`src/rtl/kernal33_seq.sv`:
```
// rtl/kernal33_seq.sv - raster-order frame sequencer feeding the kernal33 3x3 datapath
// Holds two line buffers, a 3x3 window and the coefficient rows; captures kres as a handshaked stream.
module kernal33_seq #(
  parameter int IMG_W = 8,
  parameter int IMG_H = 8,
  parameter int PIX_W = 16
) (
  input  logic               clk,
  input  logic               rst_n,
  input  logic               cfg_we,
  input  logic [3:0]         cfg_addr,
  input  logic [PIX_W-1:0]   cfg_data,
  input  logic               start,
  input  logic               pix_valid,
  output logic               pix_ready,
  input  logic [PIX_W-1:0]   pix_data,
  output logic [3*PIX_W-1:0] im1,
  output logic [3*PIX_W-1:0] im2,
  output logic [3*PIX_W-1:0] im3,
  output logic [3*PIX_W-1:0] k1,
  output logic [3*PIX_W-1:0] k2,
  output logic [3*PIX_W-1:0] k3,
  input  logic [31:0]        kres,
  output logic               out_valid,
  input  logic               out_ready,
  output logic [31:0]        out_data,
  output logic               out_last,
  output logic               busy,
  output logic               done
);

  localparam int XW = (IMG_W > 2) ? $clog2(IMG_W) : 1;
  localparam int YW = (IMG_H > 2) ? $clog2(IMG_H + 1) : 2;

  typedef enum logic [1:0] {
    S_IDLE,
    S_RUN,
    S_DRAIN,
    S_DONE
  } state_t;

  state_t state, state_nxt;

  logic [XW-1:0]      col;
  logic [YW-1:0]      row;
  logic [PIX_W-1:0]   coef    [0:8];
  logic [PIX_W-1:0]   lb_top  [0:IMG_W-1];
  logic [PIX_W-1:0]   lb_mid  [0:IMG_W-1];
  logic [3*PIX_W-1:0] win_top, win_mid, win_bot;
  logic               win_pend, win_last;

  logic out_free, accept, capture, win_done;
  logic at_row_end, at_last_row;

  assign out_free    = !out_valid || out_ready;
  assign pix_ready   = (state == S_RUN) && (!win_pend || out_free);
  assign accept      = pix_ready && pix_valid;
  assign capture     = win_pend && out_free;
  assign at_row_end  = (col == XW'(IMG_W - 1));
  assign at_last_row = (row == YW'(IMG_H - 1));
  // Columns 0 and 1 of a row still hold the previous row's tail, so only c>=2 windows count.
  assign win_done    = accept && (row >= YW'(2)) && (col >= XW'(2));

  assign im1 = win_top;
  assign im2 = win_mid;
  assign im3 = win_bot;
  assign k1  = {coef[0], coef[1], coef[2]};
  assign k2  = {coef[3], coef[4], coef[5]};
  assign k3  = {coef[6], coef[7], coef[8]};

  always_ff @(posedge clk or negedge rst_n) begin
    if (!rst_n) begin
      state <= S_IDLE;
    end else begin
      state <= state_nxt;
    end
  end

  always_comb begin
    state_nxt = state;
    busy      = 1'b1;
    done      = 1'b0;
    case (state)
      S_IDLE: begin
        busy = 1'b0;
        if (start) state_nxt = S_RUN;
      end
      S_RUN: begin
        if (accept && at_row_end && at_last_row) state_nxt = S_DRAIN;
      end
      S_DRAIN: begin
        if (out_valid && out_ready && out_last) state_nxt = S_DONE;
      end
      S_DONE: begin
        done      = 1'b1;
        state_nxt = S_IDLE;
      end
      default: state_nxt = S_IDLE;
    endcase
  end

  always_ff @(posedge clk or negedge rst_n) begin
    if (!rst_n) begin
      col <= '0;
      row <= '0;
    end else if (state == S_IDLE && start) begin
      col <= '0;
      row <= '0;
    end else if (accept) begin
      if (at_row_end) begin
        col <= '0;
        row <= row + 1'b1;
      end else begin
        col <= col + 1'b1;
      end
    end
  end

  always_ff @(posedge clk or negedge rst_n) begin
    if (!rst_n) begin
      for (int i = 0; i < 9; i++) coef[i] <= '0;
    end else if (state == S_IDLE && cfg_we) begin
      for (int i = 0; i < 9; i++) begin
        if (cfg_addr == 4'(i)) coef[i] <= cfg_data;
      end
    end
  end

  // Rolling pair of line buffers: lb_mid holds row r-1, lb_top row r-2 at each column.
  always_ff @(posedge clk) begin
    if (accept) begin
      lb_top[col] <= lb_mid[col];
      lb_mid[col] <= pix_data;
    end
  end

  always_ff @(posedge clk or negedge rst_n) begin
    if (!rst_n) begin
      win_top <= '0;
      win_mid <= '0;
      win_bot <= '0;
    end else if (accept) begin
      win_top <= {win_top[2*PIX_W-1:0], lb_top[col]};
      win_mid <= {win_mid[2*PIX_W-1:0], lb_mid[col]};
      win_bot <= {win_bot[2*PIX_W-1:0], pix_data};
    end
  end

  always_ff @(posedge clk or negedge rst_n) begin
    if (!rst_n) begin
      win_pend <= 1'b0;
      win_last <= 1'b0;
    end else if (win_done) begin
      win_pend <= 1'b1;
      win_last <= at_row_end && at_last_row;
    end else if (capture) begin
      win_pend <= 1'b0;
    end
  end

  // kres is sampled before the window shifts on the same edge, so it matches the pending window.
  always_ff @(posedge clk or negedge rst_n) begin
    if (!rst_n) begin
      out_valid <= 1'b0;
      out_data  <= '0;
      out_last  <= 1'b0;
    end else if (capture) begin
      out_valid <= 1'b1;
      out_data  <= kres;
      out_last  <= win_last;
    end else if (out_valid && out_ready) begin
      out_valid <= 1'b0;
      out_last  <= 1'b0;
    end
  end

endmodule
```
`config.mk`:
```
export PLATFORM = sky130hd
export DESIGN_NAME = kernal33_seq
export DESIGN_NICKNAME = d
export VERILOG_FILES = /design/src/rtl/kernal33_seq.sv
export SDC_FILE = /design/constraint.sdc
export NUM_CORES = 1
export LEC_CHECK = 0
export ABC_AREA = 1
export CORE_UTILIZATION = 57
export DETAILED_ROUTE_END_ITERATION = 10
export PLACE_DENSITY = 0.88
export SYNTH_ARGS = -nofsm -noshare
export SYNTH_HDL_FRONTEND = slang
export SYNTH_SLANG_ARGS = --single-unit
```
`constraint.sdc`:
```
create_clock -name clk -period 11.85 [get_ports clk]
set_clock_uncertainty 0.1 [all_clocks]
set_input_delay 2.37 -clock clk [delete_from_list [all_inputs] [get_ports clk]]
set_output_delay 2.37 -clock clk [all_outputs]
set_load 0.05 [all_outputs]
```
==> results of run 1 <==
## layout by cell type, fill, tap and decap left out, types with 10 or more instances in the layout
cell,synthesis,layout
nand2_1,979,979
clkdlybuf4s50_1,0,397
dfrtp_1,333,330
edfxtp_1,256,256
o21ai_0,205,205
nand4_1,84,84
inv_1,69,68
clkbuf_16,0,58
mux2_2,32,32
nor2_1,30,30
buf_4,19,25
o21ai_1,16,16
nand3_1,13,13
clkbuf_1,39,11
ha_1,10,10
bufinv_16,0,10
clkbuf_8,0,10
## state kept, by name, indices dropped and copies added (netlist names)
signal / cells
im1: 48
k1: 48
k2: 48
win_pend: 1
row: 4
lb_mid: 128
lb_top: 128
col: 3
state: 2
out_last: 1
out_data: 32
out_valid: 1
im3: 48
im2: 48
win_last: 1
k3: 48
## worst reg2reg max path, stage by stage (launching register included)
cell	delay (ns)
dfrtp_2	0.38
buf_4	0.42
inv_2	0.77
buf_4	0.64
nand2_1	0.31
nor3_2	0.23
buf_4	0.50
## report_power, final
part	total, mW	internal, mW	switching [mW]	leakage, nW
Combinational	4.25	1.20	3.04	5.35
Sequential	3.18	2.76	0.419	6.60
Clock	1.96	1.18	0.780	0.986
Total	9.39	5.15	4.24	12.9
## routing by layer
layer,vias up,wire (µm)
met5,-,12
met4,2,4283
met3,250,6734
met2,1174,33900
met1,8724,23520
li1,7864,-
## synthesized netlist by cell type, drive strengths merged
cell	number	area share
a21oi	2	0.00043
mux2	32	0.016
nor3	2	0.00043
nand4	84	0.023
dfrtp	333	0.36
inv	72	0.012
ha	10	0.0054
nor2	30	0.0049
nand2	979	0.16
o21ai	221	0.048
nor4	6	0.0016
edfxtp	256	0.33
nand3	14	0.0033
clkbuf	39	0.0064
or2	3	0.00081
o21bai	1	0.00049
o22ai	2	0.00054
buf	87	0.023
xor2	1	0.00038
## per-stage QoR
| stage | instance area [µm²] | setup slack [ns] | hold slack, ns | power (mW) |
|---|---|---|---|---|
| 6_report | 29320 | 5.117 | 0.3785 | 9.388 |
| 5_1_grt | 29310 | 5.120 | 0.4034 | 9.707 |
| 4_1_cts | 29310 | 5.169 | 0.3814 | 9.360 |
| 3_5_place_dp | 27280 | 5.237 | 0.3639 | 7.354 |
| 3_3_place_gp | 27280 | 5.250 | 0.3620 | 7.220 |
| 2_1_floorplan | 23050 | 5.229 | 0.3811 | 5.781 |
## worst paths after layout
| path | end | cells after the start |
|---|---|---|
| worst max register to register | lb_mid[0][5] | 6 |
| max in group asynchronous | im2[6] | 3 |
| worst min-delay path | im3[44] | 2 |
| worst min register to register | im3[44] | 2 |
| worst max-delay path | pix_ready | 6 |
| min in group asynchronous | im3[41] | 1 |
## logic make-up (layout without fill, tap and decap cells)
kind of cell / Yosys count / count (layout)
AOI/OAI and AO/OA: 226 / 226
xor gates and xnor gates: 1 / 1
adders and majority gates: 10 / 10
buffers and inverters: 198 / 599
DFF: 589 / 589
muxes: 32 / 32
other: 0 / 4
and+or+nand+nor: 1118 / 1118
## layout make-up
cell class,count,area share
Antenna cell,4,0.0003414
Clock buffer,79,0.05561
Tap cell,525,0.02241
Timing Repair Buffer,423,0.1425
Clock inverter,25,0.01353
Inverter,72,0.009390
Sequential cell,589,0.5467
Multi-Input combinational cell,1387,0.2096
==> impl_metrics.json, run 1 <==
{
  "slew_headroom": 0.2161,
  "drive_above_1_share": 0.06602,
  "cts_tree": "yes",
  "syn-num-nets": 2258,
  "dp_cells": 2996,
  "antenna_found_initial": 4,
  "arrival_ns": 4.26,
  "grt_setup_unrepaired": "no",
  "synthCells": 2174,
  "fin_crit_sh": 0.5682,
  "viasPerCell": 5.803,
  "place.port_buffers": 398,
  "overflow": 0,
  "critPathLaunchType": "primary input",
  "clkSinkCount": 589,
  "startpoint": "out_ready",
  "hold_path_class": "flip-flop to flip-flop",
  "globalRoute.busiestLayer": "met2",
  "nFillCells": 2362,
  "hold_viol": 0,
  "die_area_mm2": 0.04124,
  "ys_seq_area_frac": 0.6951,
  "drv_cap": 0,
  "die_h_um": 203.1,
  "cp_slowest_stage_delay_ns": 0.79,
  "place_hpwl_um": 41940,
  "min_from": "im3[44]",
  "clkLatencyLatePin_ns": 0.62,
  "cts_root_buf": "clkbuf_16",
  "track_usage": 0.3302,
  "avgSynthCellArea_um2": 10.60,
  "synthMuxAreaShare": 0.01563,
  "r2r_setup_slack_ns": 8.09,
  "cp_max_fo": 3,
  "drt-total-wl_um": 68450,
  "drt_first_pass_iters": 6,
  "cts_max_level": 2,
  "synth_xor_area_frac": 0.0003800,
  "synth-adder-area-share": 0.005429,
  "status": "finished clean",
  "io-pin-count": 399,
  "post-cts-setup-buffer-count": 0,
  "die_w_um": 203.1,
  "use_met1": 0.3974,
  "ys_ff_latch": 589,
  "cts_made_buffers": 57,
  "cts.clk_slew.worst_paths_ns": 0.06,
  "netlist_area_mm2": 0.02305,
  "hold_buffers": 0,
  "synth_top_family_by_area": "simple AND/OR/NAND/NOR gates",
  "crit_path_top_delay_cell": "clkdlybuf4s50_1",
  "min_period_ns": 6.733,
  "crit_chain": "clkdlybuf4s50_1 -> inv_1 -> nand3_1 -> nand2_1 -> inv_1 -> clkdlybuf4s50_1",
  "final_cells": 3104,
  "ctsResizeCount": 0,
  "cts.path.max_buffers": 3,
  "path_buf_inv": 4,
  "vias": 18014,
  "placeableCoreArea_mm2": 0.03982,
  "globalplace.congestion": 0.9105,
  "p_leak_nw": 12.93,
  "synth_compound_area_frac": 0.04945,
  "tightest_slew_ns": 1.173,
  "fmax_mhz": 148.5,
  "wl_per_cell_um": 22.05,
  "yosys.area_share.simple": 0.1933,
  "gr-usage-met2": 0.5437,
  "grt_start_max_net_pins": 114,
  "worstSetupEndpointType": "primary output",
  "initial_utilization": 0.5788,
  "power_density_mw_per_mm2": 320.2,
  "drcViolationCount": 0,
  "reg2reg_from": "col[1]",
  "finalMaxSlewViolations": 0,
  "finalSetupTns_ns": 0,
  "grtUsageMet3": 0.06838,
  "first_global_vias": 17981,
  "finalSetupViolCount": 0,
  "grt_pass1_wl_um": 103200,
  "fin_nets": 2614,
  "critPathKind": "primary input to primary output",
  "syn2layout_area_growth_pct": 27.19,
  "synth_cell_types": 25,
  "final_antenna_net_count": 0,
  "peakVddDrop_uv": 240.9,
  "worstPathRequired_ns": 9.38,
  "multi_input_area_mm2": 0.006143,
  "final_util": 0.7361,
  "drt_iter0_markers": 2236,
  "ys_warn_count": 0,
  "regArea_mm2": 0.01603,
  "critical-path-top-delay-family": "buffers and inverters",
  "rows": 73
}
(Power assumes the default switching activity.)
==> run 2: changes to the inputs <==
CORE_UTILIZATION = 53   (was 57)
PLACE_DENSITY = 0.83   (was 0.88)
clock period = 7.05 ns   (was 11.85 ns; I/O delays follow)
==> run 2 against run 1 <==
Net effect:
- routed wire length is 7.9% lower
- combinational power increased by 66%
- critical path depth is the same
- worst setup slack worse by 2.6 ns
- critical endpoint unchanged
- largest power group unchanged
==> impl_metrics.json, run 2 (synthesized netlist as in run 1, its figures left out) <==
{
  "drcViolationCount": 0,
  "hold_viol": 0,
  "cts.path.max_buffers": 3,
  "r2r_setup_slack_ns": 3.38,
  "drt_first_pass_iters": 6,
  "final_common_cell": "nand2_1",
  "placeableCoreArea_mm2": 0.04298,
  "m1WireLength_um": 23730,
  "critPathKind": "primary input to primary output",
  "globalplace.congestion": 0.9534,
  "vias": 17290,
  "peakVddDrop_uv": 432.1,
  "p_leak_nw": 12.86,
  "rows": 76,
  "first_global_vias": 16685,
  "place.port_buffers": 398,
  "place_hpwl_um": 41400,
  "power_density_mw_per_mm2": 525.6,
  "final_area_mm2": 0.02923,
  "arrival_ns": 3.04,
  "hold_depth": 2,
  "die_area_mm2": 0.04433,
  "status": "finished clean",
  "grt_pass1_wl_um": 96440,
  "dp_cells": 3053,
  "dr.max_layer_used": "met4",
  "cts_root_buf": "clkbuf_16",
  "min_period_ns": 4.555,
  "hold_ws_ns": 0.3831,
  "syn2layout_area_growth_pct": 26.82,
  "worstSetupEndpointType": "primary output",
  "wl_per_cell_um": 19.94,
  "r2r_end": "lb_mid[6][0]",
  "drt-total-wl_um": 63030,
  "die_w_um": 210.5,
  "viasPerCell": 5.470,
  "min_from": "im2[42]",
  "cts_max_level": 2,
  "clkLatencyLatePin_ns": 0.63,
  "worstPathRequired_ns": 5.54,
  "track_usage": 0.2839,
  "finalMaxSlewViolations": 0,
  "reg2reg_from": "state[1]",
  "wl_met2_um": 31000,
  "met3_wirelength_um": 5228,
  "whs_endpoint": "im2[42]",
  "fin_nets": 2611,
  "hold_buffers": 0,
  "tightest_slew_ns": 1.112,
  "final_cells": 3161,
  "finalSetupViolCount": 0,
  "drt_iter0_markers": 1946,
  "drive_above_1_share": 0.06493,
  "finalSetupTns_ns": 0,
  "fin_crit_sh": 0.6461,
  "cts.clk_slew.worst_paths_ns": 0.06,
  "overflow": 0,
  "initial_utilization": 0.5362,
  "fmax_mhz": 219.5,
  "critPathLaunchType": "primary input",
  "placed_cell_area_mm2": 0.02734,
  "r2r_cells": 5,
  "hold_path_class": "flip-flop to flip-flop",
  "final_cell_mix": "nand2_1, clkdlybuf4s50_1, dfrtp_1",
  "drv_cap": 0,
  "cp_max_fo": 3,
  "io-pin-count": 399,
  "grt_setup_unrepaired": "no",
  "cts_made_buffers": 57,
  "post-cts-setup-buffer-count": 0,
  "largestRegisters": "lb_mid (128), lb_top (128)",
  "final_antenna_net_count": 0,
  "cts_tree": "yes",
  "ctsResizeCount": 0,
  "antenna_found_initial": 3,
  "grt_start_max_net_pins": 155,
  "clkSinkCount": 589,
  "die_h_um": 210.5,
  "slew_headroom": 0.2564
}
==> run 2: cell count changes in the layout (fill, tap and decap cells not counted), sizes merged <==
| cell | previous run | this run |
|---|---|---|
| clkinv | 8 | 23 |
| bufinv | 10 | 4 |
| clkbuf | 79 | 73 |
| buf | 26 | 23 |
| inv | 75 | 73 |
| clkinvlp | 4 | 3 |
==> run 2: cell type report <==
type                            count  area, µm²
Timing Repair Buffer              420       4167
Fill cell                        2990      13750
Sequential cell                   589      16030
Clock inverter                     31      309.0
Clock buffer                       73       1567
Tap cell                          585      732.0
Multi-Input combinational cell   1387       6143
Antenna cell                        4      10.01
Inverter                           72      275.3
==> run 2: through the flow <==
| stage | total power [mW] | utilization | worst slack [ns] |
|---|---|---|---|
| floorplan | 9.718 | - | 1.389 |
| global placement | 12.17 | 0.6362 | 2.375 |
| detailed placement | 12.35 | 0.6362 | 2.238 |
| CTS | 15.39 | 0.6798 | 2.501 |
| global route | 15.98 | 0.6800 | 2.438 |
| finish | 15.36 | 0.6800 | 2.495 |
==> run 2: worst max-delay path by stage <==
stage / from / to / slack [ns] / cells past startpoint
global route: out_ready / pix_ready / 2.44 / 6
detailed placement: out_ready / lb_mid[6][14] / 2.24 / 6
finish: out_ready / pix_ready / 2.50 / 6
global placement: out_ready / lb_mid[6][10] / 2.38 / 6
CTS: out_ready / pix_ready / 2.50 / 6
floorplan: out_ready / lb_mid[2][0] / 1.39 / 6
==> run 2: routing by layer <==
layer / global-route usage / up-vias
li1: - / 7864
met3: 0.06332 / 174
met2: 0.4650 / 855
met1: 0.3562 / 8397
met4: 0.1454 / 0
met5: 0 / -
==> run 2: power breakdown <==
| group | switching (mW) | internal (mW) |
|---|---|---|
| sequential | 0.639 | 4.65 |
| clock | 1.30 | 1.72 |
| combinational | 5.03 | 2.02 |
| total | 6.97 | 8.39 |
==> run 2: worst max-delay path, stage by stage <==
cell and delay, ns:
clkdlybuf4s50_1 0.48, inv_1 0.06, nand3_1 0.15, nand2_1 0.09, inv_1 0.06, clkdlybuf4s50_1 0.79
